$ cat config.mk
export PLATFORM = sky130hd
export DESIGN_NAME = restador_serie
export DESIGN_NICKNAME = d
export VERILOG_FILES = /design/src/rtl/restador_serie_pkg.sv /design/src/rtl/restador_serie_completo.sv /design/src/rtl/restador_serie.sv
export SDC_FILE = /design/constraint.sdc
export NUM_CORES = 1
export LEC_CHECK = 0
export CAP_MARGIN = 20
export CORE_MARGIN = 4
export CORE_UTILIZATION = 54
export DETAILED_ROUTE_END_ITERATION = 7
export GPL_TIMING_DRIVEN = 0
export PLACE_DENSITY = 0.85
export REMOVE_ABC_BUFFERS = 1
export SYNTH_ARGS = -nofsm -noshare
export SYNTH_HDL_FRONTEND = slang
export SYNTH_SLANG_ARGS = --single-unit
$ cat constraint.sdc
create_clock -name clk -period 2.4 [get_ports clk]
set_input_delay 0.48 -clock clk [delete_from_list [all_inputs] [get_ports clk]]
set_output_delay 0.48 -clock clk [all_outputs]
set_load 0.02 [all_outputs]
$ cat src/rtl/restador_serie_pkg.sv
// Shared definitions for the bit-serial subtractor: FSM state encoding and default width.
package restador_serie_pkg;

  localparam int ANCHO = 4;

  typedef enum logic [1:0] {
    ST_IDLE = 2'd0,
    ST_CALC = 2'd1,
    ST_DONE = 2'd2
  } state_t;

endpackage

$ cat src/rtl/restador_serie_completo.sv
// Combinational full-subtractor cell: d = a - b - bi, with borrow-out bo.
module restador_completo (
  input  logic a,
  input  logic b,
  input  logic bi,
  output logic d,
  output logic bo
);

  assign d  = a ^ b ^ bi;
  assign bo = (~a & b) | (~(a ^ b) & bi);

endmodule

$ cat src/rtl/restador_serie.sv
// Bit-serial N-bit subtractor (A - B - Bin), LSB first, with an inicio/listo handshake.
module restador_serie
  import restador_serie_pkg::*;
#(
  parameter int N = ANCHO
) (
  input  logic         clk,
  input  logic         rst_n,
  input  logic         inicio,
  input  logic [N-1:0] A,
  input  logic [N-1:0] B,
  input  logic         Bin,
  output logic         ocupado,
  output logic         listo,
  output logic [N-1:0] Resta,
  output logic         Bout
);

  localparam int CW = $clog2(N);

  state_t         state_q, state_d;
  logic [N-1:0]   ra_q, ra_d;
  logic [N-1:0]   rb_q, rb_d;
  logic [N-1:0]   res_q, res_d;
  logic [N-1:0]   resta_q, resta_d;
  logic [CW-1:0]  cnt_q, cnt_d;
  logic           br_q, br_d;
  logic           bout_q, bout_d;
  logic           cell_d, cell_bo;

  restador_completo u_celda (
    .a  (ra_q[0]),
    .b  (rb_q[0]),
    .bi (br_q),
    .d  (cell_d),
    .bo (cell_bo)
  );

  always_comb begin
    state_d = state_q;
    ra_d    = ra_q;
    rb_d    = rb_q;
    res_d   = res_q;
    resta_d = resta_q;
    cnt_d   = cnt_q;
    br_d    = br_q;
    bout_d  = bout_q;
    case (state_q)
      ST_IDLE: begin
        if (inicio) begin
          ra_d    = A;
          rb_d    = B;
          br_d    = Bin;
          cnt_d   = '0;
          res_d   = '0;
          state_d = ST_CALC;
        end
      end
      ST_CALC: begin
        res_d = {cell_d, res_q[N-1:1]};
        ra_d  = ra_q >> 1;
        rb_d  = rb_q >> 1;
        br_d  = cell_bo;
        // The last shift publishes the finished word; cnt holds so it never wraps.
        if (cnt_q == CW'(N - 1)) begin
          resta_d = {cell_d, res_q[N-1:1]};
          bout_d  = cell_bo;
          state_d = ST_DONE;
        end else begin
          cnt_d = cnt_q + 1'b1;
        end
      end
      ST_DONE: state_d = ST_IDLE;
      default: state_d = ST_IDLE;
    endcase
  end

  always_ff @(posedge clk or negedge rst_n) begin
    if (!rst_n) begin
      state_q <= ST_IDLE;
      ra_q    <= '0;
      rb_q    <= '0;
      res_q   <= '0;
      resta_q <= '0;
      cnt_q   <= '0;
      br_q    <= 1'b0;
      bout_q  <= 1'b0;
    end else begin
      state_q <= state_d;
      ra_q    <= ra_d;
      rb_q    <= rb_d;
      res_q   <= res_d;
      resta_q <= resta_d;
      cnt_q   <= cnt_d;
      br_q    <= br_d;
      bout_q  <= bout_d;
    end
  end

  assign ocupado = (state_q == ST_CALC) || (state_q == ST_DONE);
  assign listo   = (state_q == ST_DONE);
  assign Resta   = resta_q;
  assign Bout    = bout_q;

endmodule

==> flow_summary.toml <==
[outcome]
status = "complete, no violations"

[cts]
post_cts_resized = 0
hold_buffers = 0
numClockSinks = 21
cts_made_buffers = 3
h-tree-depth = 1
cts_setup_buffers = 0
clock_path_buffers = 2
clock_latency_ns = 0.29
root_buffer = "clkbuf_4"
tritoncts = "built"
path_clk_slew_ns = 0.12

[drt]
routed_wirelength_mm = 1.57
drcViolationCount = 0
postRouteAntennaNets = 0
wl_per_cell_um = 11.4
drt_iter0_drc = 4
vias = 677
drt_first_pass_iters = 4
via_per_inst = 4.94

[synth]
synth.cell_area_um2 = 1020
synth_area_leaders = "dfrtp_1 51%, mux2i_1 7.8%, ha_1 7.3%"
synth_warnings = 0
synth_top_cell_area_share_pct = 51.4
synthAdderAreaFrac_pct = 9.30
synth_simple_gate_area_share_pct = 10.2
synth_top_family_by_area = "multiplexers"
syn_inst = 93
synth_area_leader_cell = "dfrtp_1"
ys.flop_type = "dfrtp_1"
synth-compound-area-share_pct = 9.30
synth.most_common_cell = "dfrtp_1"
synth_edf_count = 0
synth.distinct_cells = 19
avgSynthCellArea_um2 = 11.0
ys_async_sr_fraction_pct = 100
ys_seq_area_share_pct = 51.4
synth_xor_area_share_pct = 0
synthMuxAreaShare_pct = 15.8
yosys-top-cells-count = "21 x dfrtp_1, 18 x nand2_1, 13 x o21ai_0"
synth_seq_cells = 21

[setup_path]
startpoint = "state_q[0]"
crit_path_top_delay_cell = "clkdlybuf4s50_1"
cpPeakStageDelay_ns = 0.59
timing_worst_setup_path_type = "flop to primary output"
crit_buf_inv = 2
cp_cell_sequence = "inv_1 > ha_1 > clkdlybuf4s50_1"
reg2reg_from = "state_q[1]"
crit_fanout = 4
cp-end-kind = "primary output"
cpLargestDelayFamily = "buffers and inverters"
cp.required_ns = 1.92
worstPathArrival_ns = 1.67
start_kind = "flop"
reg2reg_setup_slack_ns = 0.29

[floorplanning]
initial_utilization_pct = 57.9
dieHeight_um = 51.5
rows = 15
die-area_um2 = 2650
dieWidth_um = 51.5
ios = 19
core_area_um2 = 1760

[global_routing]
grt_pass1_vias = 660
grt_pass1_wl_mm = 2.72
antenna_found_initial = 0
track_usage_pct = 13.7
grt_max_degree = 25
overflow = 0

[layout]
diodes = 0
syn2layout_area_growth_pct = 21.8
layout-drive-gt1-share_pct = 9.82
n_fill_cell = 145
seq_area_um2 = 526
multi_input_area_um2 = 455
nets = 132

[sta]
fin_ws_ns = 0.255
fin_skew_ns = 0.00267
period_share_pct = 89.4
hold_violations = 0
slew_viol_final = 0
worst_slew_pin_slew_ns = 0.940
slew_headroom_pct = 36.1
rsz0062_at_grt = "false"
finalSetupViolations = 0
tns_ns = 0
fmax_mhz = 466
layout_min_cycle_time_ns = 2.15

[placement]
port_buffers = 18
place_congestion = 0.761
post-place-ws_ns = 0.206
dpl.hpwl_mm = 1.22

[min_path]
hp-start = "ra_q[3]"
hp-class = "flop to flop"

[power_and_ir_drop]
leakagePower_nw = 0.576
irDropWorstVdd_v = 0.000756
power_density_nw_per_um2 = 1250

[flow_run]
maxCapViolations = 0
worst paths after layout:
check | to | cells past startpoint
max | ocupado | 3
min | ra_q[3] | 2
max reg2reg | rb_q[3] | 4
min reg2reg | ra_q[3] | 2
max in group asynchronous | ra_q[2] | 1
min in group asynchronous | res_q[2] | 1
worst reg2reg max path, cell delays in order (launching register included):
cell and delay [ns]:
dfrtp_1 0.36, inv_1 0.09, ha_1 0.41, mux2i_2 0.83, o21ai_0 0.26
cell usage in the layout (no fill, tap or decap), types with 2 or more instances in the layout:
master and count:
clkdlybuf4s50_1 18, dfrtp_1 21, mux2i_1 8, nand2b_1 2, clkbuf_4 3, ha_1 6, mux2_2 5, o21ai_0 13
nand2_1 18, inv_1 7
report_power, final:
part	total (W)	internal [W]	leakage [nW]	switching [W]
sequential	0.000587	0.000506	0.271	0.0000810
combinational	0.000803	0.000377	0.290	0.000426
clock	0.000168	0.0000646	0.0150	0.000103
total	0.00156	0.000947	0.576	0.000611
cells by family after synthesis:
family,Yosys count
compound gates,17
fa+ha+maj,7
buf+inv,10
flops,21
mux,15
simple gates,23
layer usage:
metal | wire length (µm) | global-route usage (%)
met5 | 0 | 0
met4 | 10 | 5.24
met3 | 78 | 2.58
met2 | 813 | 26.7
met1 | 662 | 14.3
metrics by stage:
step / total power (W) / area (µm²) / hold WS [ns] / utilization (%) / instances
2_1_floorplan: 0.00117 / 1010 / 0.184 / - / 90
3_3_place_gp: 0.00137 / 1220 / 0.461 / 69.1 / 133
3_5_place_dp: 0.00141 / 1220 / 0.475 / 69.1 / 133
4_1_cts: 0.00158 / 1240 / 0.502 / 70.6 / 137
5_1_grt: 0.00170 / 1240 / 0.533 / 70.6 / 137
6_report: 0.00156 / 1240 / 0.495 / 70.6 / 137
layout make-up:
type | count | area share (%)
well taps | 25 | 2.51
repair buffers | 18 | 14.5
inverters | 7 | 2.11
clock buffers | 4 | 2.11
multi-input cells | 62 | 36.6
flip-flops and latches | 21 | 42.2
state kept, by name (all words and copies together) (netlist names):
register,count
Bout,1
Resta,4
br_q,1
cnt_q,2
ra_q,4
rb_q,4
res_q,3
state_q,2
(Power assumes the default switching activity.)
